## config.mk

```make
export PLATFORM = sky130hd
export DESIGN_NAME = weight_load_ctrl
export DESIGN_NICKNAME = d
export VERILOG_FILES = /design/src/rtl/cnn_weight_pkg.sv /design/src/rtl/weight_load_ctrl.sv
export SDC_FILE = /design/constraint.sdc
export NUM_CORES = 1
export LEC_CHECK = 0
export CELL_PAD_IN_SITES_DETAIL_PLACEMENT = 0
export CELL_PAD_IN_SITES_GLOBAL_PLACEMENT = 1
export CORE_ASPECT_RATIO = 0.5
export CORE_MARGIN = 4
export CORE_UTILIZATION = 39
export DETAILED_ROUTE_END_ITERATION = 8
export PLACE_DENSITY = 0.82
export SLEW_MARGIN = 10
export SYNTH_ARGS = -nofsm -noshare
export SYNTH_HDL_FRONTEND = slang
export SYNTH_SLANG_ARGS = --single-unit
```

## constraint.sdc

```tcl
create_clock -name clk -period 5.1 [get_ports clk]
set_clock_uncertainty 0.05 [all_clocks]
set_input_delay 0.51 -clock clk [delete_from_list [all_inputs] [get_ports clk]]
set_output_delay 0.51 -clock clk [all_outputs]
set_load 0.05 [all_outputs]
```

## src/rtl/cnn_weight_pkg.sv

```systemverilog
// Layer codes shared by the weight-load controller and the local weight buffer.
// The buffer decodes weight_fsm_cs against these same values.
package cnn_weight_pkg;

    typedef enum logic [3:0] {
        LAYER_IDLE   = 4'b0000,
        LAYER_L1     = 4'b0001,
        LAYER_L2     = 4'b0010,
        LAYER_L4     = 4'b0011,
        LAYER_L5     = 4'b0100,
        LAYER_L7     = 4'b0101,
        LAYER_FINISH = 4'b1111
    } layer_e;

    // True for the layers that actually stream weights into the buffer.
    function automatic logic is_load_layer(input layer_e code);
        logic res;
        case (code)
            LAYER_L1, LAYER_L2, LAYER_L4, LAYER_L5, LAYER_L7: res = 1'b1;
            default:                                          res = 1'b0;
        endcase
        return res;
    endfunction

    // Layer that follows a completed layer; anything unexpected parks in FINISH.
    function automatic layer_e layer_after(input layer_e code);
        layer_e res;
        case (code)
            LAYER_L1: res = LAYER_L2;
            LAYER_L2: res = LAYER_L4;
            LAYER_L4: res = LAYER_L5;
            LAYER_L5: res = LAYER_L7;
            LAYER_L7: res = LAYER_FINISH;
            default:  res = LAYER_FINISH;
        endcase
        return res;
    endfunction

endpackage

```

## src/rtl/weight_load_ctrl.sv

```systemverilog
// Streams 16-bit CNN weights into the local weight buffer one layer at a time,
// pausing after each layer until the compute controller releases the buffer.
module weight_load_ctrl
    import cnn_weight_pkg::*;
#(
    parameter int unsigned L1_CNT = 32'd216,
    parameter int unsigned L8_CNT = 32'd576,
    parameter int unsigned L7_CNT = 32'd400
) (
    input  logic        clk,
    input  logic        rst,
    input  logic        start,
    input  logic        in_valid,
    input  logic [15:0] in_data,
    output logic        in_ready,
    input  logic        next_layer,
    output logic        write_weight_signal,
    output logic [15:0] write_weight_data,
    output logic [15:0] write_weight_addr,
    output logic [3:0]  weight_fsm_cs,
    output logic        weight_store_done
);

    localparam logic [15:0] L1_TGT = 16'(L1_CNT);
    localparam logic [15:0] L8_TGT = 16'(L8_CNT);
    localparam logic [15:0] L7_TGT = 16'(L7_CNT);

    layer_e      state_r;
    layer_e      state_nx_s;
    logic        hold_r;
    logic        hold_nx_s;
    logic [15:0] idx_r;
    logic [15:0] idx_nx_s;
    logic [15:0] target_s;
    logic        ready_s;
    logic        xfer_s;
    logic        last_s;
    logic        wr_sig_r;
    logic [15:0] wr_data_r;
    logic [15:0] wr_addr_r;

    // Element count of the layer currently being loaded.
    always_comb begin
        target_s = 16'd0;
        case (state_r)
            LAYER_L1:                     target_s = L1_TGT;
            LAYER_L2, LAYER_L4, LAYER_L5: target_s = L8_TGT;
            LAYER_L7:                     target_s = L7_TGT;
            default:                      target_s = 16'd0;
        endcase
    end

    assign ready_s = is_load_layer(state_r) && !hold_r;
    assign xfer_s  = in_valid && ready_s;
    assign last_s  = (idx_r == (target_s - 16'd1));

    // Layer sequencing, end-of-layer hold and element index.
    always_comb begin
        state_nx_s = state_r;
        hold_nx_s  = hold_r;
        idx_nx_s   = idx_r;
        case (state_r)
            LAYER_IDLE, LAYER_FINISH: begin
                if (start) begin
                    state_nx_s = LAYER_L1;
                    hold_nx_s  = 1'b0;
                    idx_nx_s   = 16'd0;
                end else begin
                    state_nx_s = state_r;
                end
            end
            LAYER_L1, LAYER_L2, LAYER_L4, LAYER_L5, LAYER_L7: begin
                if (hold_r) begin
                    // While held, the only way forward is the release; in_valid is not accepted.
                    if (next_layer) begin
                        state_nx_s = layer_after(state_r);
                        hold_nx_s  = 1'b0;
                        idx_nx_s   = 16'd0;
                    end else begin
                        hold_nx_s = 1'b1;
                    end
                end else if (xfer_s) begin
                    if (last_s) begin
                        idx_nx_s  = 16'd0;
                        hold_nx_s = 1'b1;
                    end else begin
                        idx_nx_s = idx_r + 16'd1;
                    end
                end else begin
                    idx_nx_s = idx_r;
                end
            end
            default: begin
                state_nx_s = LAYER_IDLE;
                hold_nx_s  = 1'b0;
                idx_nx_s   = 16'd0;
            end
        endcase
    end

    // Control state registers with synchronous active-low reset.
    always_ff @(posedge clk) begin
        if (!rst) begin
            state_r <= LAYER_IDLE;
            hold_r  <= 1'b0;
            idx_r   <= 16'd0;
        end else begin
            state_r <= state_nx_s;
            hold_r  <= hold_nx_s;
            idx_r   <= idx_nx_s;
        end
    end

    // Write port registers: strobe for one cycle per accepted weight, data/addr hold otherwise.
    always_ff @(posedge clk) begin
        if (!rst) begin
            wr_sig_r  <= 1'b0;
            wr_data_r <= 16'd0;
            wr_addr_r <= 16'd0;
        end else if (xfer_s) begin
            wr_sig_r  <= 1'b1;
            wr_data_r <= in_data;
            wr_addr_r <= idx_r;
        end else begin
            wr_sig_r  <= 1'b0;
        end
    end

    assign in_ready            = ready_s;
    assign write_weight_signal = wr_sig_r;
    assign write_weight_data   = wr_data_r;
    assign write_weight_addr   = wr_addr_r;
    assign weight_fsm_cs       = state_r;
    assign weight_store_done   = hold_r || (state_r == LAYER_FINISH);

endmodule

```

==> results.ini, run 1 <==
[placed_design]
io_buffers=59
placed_cells=441
hpwl_um=4360
gp_congestion=0.874

[cts]
cts_root_buffer=clkbuf_16
numCtsBuffers=5
path_clk_slew_ns=0.07
clock_path_buffers=2
cts-resized-gates=0
clk_latency_ns=0.29
postCtsHoldBufs=0
cts_tree=done
cts_setup_buffers=0
clock_sink_count=54
cts.htree.levels=2

[global_routing]
grt_antenna_before_repair=0
grt_pass1_wl_um=10400
first_global_vias=2152
grt_usage_pct=16.3
grt_overflow=0
grt_max_degree=40

[setup_path]
startpoint_type=flip-flop
crit_type=reg -> reg
r2r_end=idx_r[5]
end_kind=flip-flop
r2r_slack_ns=1.83
cp.required_ns=5.22
critPathLaunch=weight_fsm_cs[2]
crit_path_max_fanout=19
crit-reg2reg-launch=weight_fsm_cs[2]
reg2regPathDepth=9
cp_data_arrival_time_ns=3.39

[synthesis]
synthArstFlopShare_pct=0
syn-num-nets=339
yosysSeqAreaShare_pct=42.1
ys_ff_latch=54
avgSynthCellArea_um2=8.17
synth_cell_types=45
syn_area_um2=2570
yosysWarnings=0
synth_edf_count=0
ys.flop_type=dfxtp_1
synth_cells=314

[finish]
nFillCells=585
layout_commonest_cell=nand2_1
syn_to_final_growth_pct=29.9
nets=385
finalNonFillerCells=448
drive_gt1_share_pct=5.28
final_cell_mix=nand2_1 (77), clkdlybuf4s50_1 (59), dfxtp_1 (54)
antennaDiodeCount=0

[sta]
rsz0062_at_grt=false
drv_slew=0
period_share_pct=64.1
period_needed_ns=3.27
worst_pin_slew_ns=0.675
max_freq_mhz=306
relSlewSlack_pct=55.0
hold_violations=0
finalSetupViolCount=0
fin_setup_tns_ns=0

[detailed_routing]
drc=0
antenna_left=0
drt_wl_total_um=6200
avgViaCountPerCell=5.12
wl_per_cell_um=13.8
dr.pass1.iters=4
num_vias=2294
drtIter0Drc=93

[hold_path]
hold_path_end=write_weight_addr[7]
hold_class=reg -> reg
hold_depth=2
min_from=write_weight_addr[7]

[pwr]
leakage_nw=1.09
ir_drop_v=0.000195
p_per_area_nw_per_um2=435

[die]
die-area_um2=8020
fp.dieW_um=123
fp-row-count=20
start_util_pct=41.2
die_h_um=65.4
io_pins=60
fp.coreArea_um2=6230

[flow_run]
maxCapViolCount=0

[run_status]
outcome=completed

flip-flops by register name (all words and copies together) (netlist names):
signal	flops
hold_r	1
write_weight_signal	1
weight_fsm_cs	4
idx_r	16
write_weight_addr	16
write_weight_data	16
cell usage after synthesis (4+ instances only):
master	instances	area [µm²]
nand3_1	7	35.0
clkbuf_1	18	67.6
a21boi_0	35	263
nand2b_1	4	25.0
nand4_1	6	37.5
nand2_1	77	289
xor2_1	7	61.3
xnor2_1	10	87.6
nor3_1	8	40.0
ha_1	4	50.1
nor2_1	21	78.8
dfxtp_1	54	1080
o21ai_0	7	35.0
and2_1	4	25.0
a21oi_1	7	35.0
logic make-up after synthesis:
| logic type | Yosys count | share of synthesized area, % |
|---|---|---|
| AOI/OAI and AO/OA | 66 | 19.5 |
| buffers and inverters | 25 | 3.80 |
| DFF | 54 | 42.1 |
| xor gates and xnor gates | 17 | 5.80 |
| muxes | 2 | 0.780 |
| adders and majority gates | 4 | 1.95 |
| and+or+nand+nor | 146 | 26.1 |
per-layer routing:
layer	GRT usage, %	vias to the layer above	wire (µm)
li1	-	1150	-
met1	21.5	1070	3030
met2	26.0	65	2670
met3	5.16	9	418
met4	4.32	0	77
met5	0	-	0
final cells by class:
class / instances / area (µm²) / share of cell area, %
Multi-Input combinational cell: 235 / 1390 / 41.7
Clock inverter: 1 / 7.51 / 0.225
Inverter: 3 / 11.3 / 0.338
Tap cell: 88 / 110 / 3.30
Clock buffer: 6 / 129 / 3.86
Sequential cell: 54 / 1080 / 32.4
Timing Repair Buffer: 61 / 606 / 18.2
where the power goes:
group          switching (mW)  internal [mW]
Sequential             0.0446          0.460
Clock                   0.149          0.180
Combinational           0.403          0.215
Total                   0.596          0.855
metrics by stage:
stage	setup slack (ns)	power [mW]	hold slack [ns]	cell area (µm²)	utilization (%)
after floorplan	2.06	0.967	0.407	2570	-
after global placement	2.07	1.12	0.398	3200	51.3
after detailed placement	1.89	1.13	0.407	3200	51.3
after CTS	1.87	1.47	0.416	3330	53.5
after global routing	1.56	1.54	0.444	3330	53.5
final	1.83	1.45	0.411	3330	53.5
critical path: stages, from the launching register on:
cell	delay [ns]
dfxtp_1	0.71
nor3_2	0.14
or3b_2	0.51
ha_1	0.28
xor2_1	0.19
a31oi_1	0.10
o31ai_1	0.26
o2111ai_1	0.32
o31ai_4	0.47
nor2_1	0.10
how the worst max path moves through the flow:
stage / endpoint / slack [ns] / depth (start not counted)
finish: idx_r[5] / 1.83 / 9
global placement: idx_r[9] / 2.07 / 8
floorplan: idx_r[3] / 2.06 / 9
CTS: idx_r[5] / 1.87 / 9
detailed placement: idx_r[13] / 1.89 / 9
global route: idx_r[3] / 1.56 / 9
Power figures use the tool's default switching activity.
==> inputs of run 2 (changes only) <==
CORE_UTILIZATION = 36   (was 39)
PLACE_DENSITY = 0.77   (was 0.82)
clock period = 3.1 ns   (was 5.1 ns; I/O delays follow)
==> run 2 against run 1 <==
Net effect:
- power grew 74%
- sequential power grew 61%
- count of clock-buffer cells in the layout shrank 1
- largest cell class unchanged
==> results.ini, run 2 (synthesized netlist as in run 1, its figures left out) <==
[cts]
cts_setup_buffers=0
cts_tree=done
postCtsHoldBufs=0
clock_path_buffers=2
path_clk_slew_ns=0.07
numCtsBuffers=5
clk_latency_ns=0.30
clock_sink_count=54
cts-resized-gates=0
cts.htree.levels=2
cts_root_buffer=clkbuf_16

[hold_path]
hold_path_end=write_weight_addr[3]
hold_class=reg -> reg
min_from=write_weight_addr[3]
hold_depth=2

[setup_path]
end_kind=flip-flop
startpoint_type=flip-flop
cp_data_arrival_time_ns=3.03
r2r_slack_ns=0.22
critPathSlowestCell=dfxtp_1
r2r_end=idx_r[4]
crit_path_max_fanout=9
cp.required_ns=3.25
crit-reg2reg-launch=weight_fsm_cs[1]
critPathTopFamily=compound AO/OA/AOI/OAI gates
path_cells=nor3_2, or3b_2, ha_1, xor2_1, a31oi_1, o31ai_1, o2111ai_1, o31ai_4, buf_12, nor2_1
crit_type=reg -> reg
reg2regPathDepth=10
critPathLaunch=weight_fsm_cs[1]
slowest_delay_ns=0.53
cp_num_buf_inv=1

[die]
die-area_um2=8620
die_h_um=67.7
io_pins=60
fp-row-count=21
start_util_pct=37.7
fp.dieW_um=127
fp.coreArea_um2=6810

[sta]
period_needed_ns=2.88
drv_slew=0
hold_violations=0
relSlewSlack_pct=57.2
max_freq_mhz=347
fin_setup_tns_ns=0
finalSetupViolCount=0
worst_pin_slew_ns=0.642
period_share_pct=92.9
rsz0062_at_grt=false

[global_routing]
grt_overflow=0
grt_usage_pct=15.6
grt_max_degree=34
grt_antenna_before_repair=0
first_global_vias=2223
grt_pass1_wl_um=10700

[detailed_routing]
wl_per_cell_um=13.6
antenna_left=0
dr.pass1.iters=4
num_vias=2271
drc=0
drt_wl_total_um=6220
avgViaCountPerCell=4.96
drtIter0Drc=103

[finish]
drive_gt1_share_pct=7.10
final_cell_mix=nand2_1 (77), clkdlybuf4s50_1 (59), dfxtp_1 (54)
syn_to_final_growth_pct=33.3
nets=390
antennaDiodeCount=0
layout_commonest_cell=nand2_1
utilization_pct=50.3

[placed_design]
hpwl_um=4460
io_buffers=59
gp_congestion=0.857

[pwr]
ir_drop_v=0.000289
leakage_nw=1.15
p_per_area_nw_per_um2=740

[flow_run]
maxCapViolCount=0

[run_status]
outcome=completed

==> run 2: cell types whose count changed in the layout (fill, tap and decap cells not counted) <==
cell        change
bufinv_16       +1
clkbuf_1        -1
buf_4           +4
buf_12          +1
inv_6           +1
clkinv_2        +1
clkinvlp_4      -1
==> run 2: where the power goes <==
group          internal [mW]  total (mW)  leakage [nW]  switching [mW]
Clock                  0.383       0.651        0.0842           0.268
Sequential             0.757       0.812         0.437          0.0547
Combinational          0.385        1.07         0.624           0.684
==> run 2: through the flow <==
stage	power, mW	cell area (µm²)	std cells	hold slack [ns]	setup WS [ns]
finish	2.53	3420	458	0.415	0.220
global route	2.68	3420	458	0.437	0.0447
CTS	2.54	3400	457	0.418	0.144
detailed placement	1.88	3230	449	0.408	0.160
global placement	1.87	3230	449	0.400	0.279
floorplan	1.59	2570	314	0.405	0.0585
==> run 2: per-layer routing <==
metal	part of all wire (%)	GRT usage (%)	vias to the layer above	routed length (µm)
li1	-	-	1157	-
met2	43	24.7	56	2670
met3	5.7	4.74	12	354
met5	0	0	-	0
met4	1.7	6.02	0	104
met1	50	20.2	1046	3090
==> run 2: layout make-up <==
type	count	area (µm²)
inverters	3	11.3
clock buffers	5	125
flip-flops and latches	54	1080
clock inverters	3	43.8
repair buffers	66	656
multi-input cells	235	1390
well taps	92	115
fillers	662	3380
==> run 2: worst register-to-register path, cell delays in order, from the launching register on <==
cell and delay [ns]:
dfxtp_1 0.53, nor3_2 0.10, or3b_2 0.49, ha_1 0.29, xor2_1 0.18, a31oi_1 0.10
o31ai_1 0.20, o2111ai_1 0.30, o31ai_4 0.34, buf_12 0.16, nor2_1 0.05
==> run 2: how the worst max path moves through the flow <==
stage / depth (start not counted) / to
after floorplan: 9 / idx_r[3]
after CTS: 9 / idx_r[6]
after global routing: 10 / idx_r[8]
after detailed placement: 9 / idx_r[6]
final: 10 / idx_r[4]
after global placement: 8 / idx_r[9]
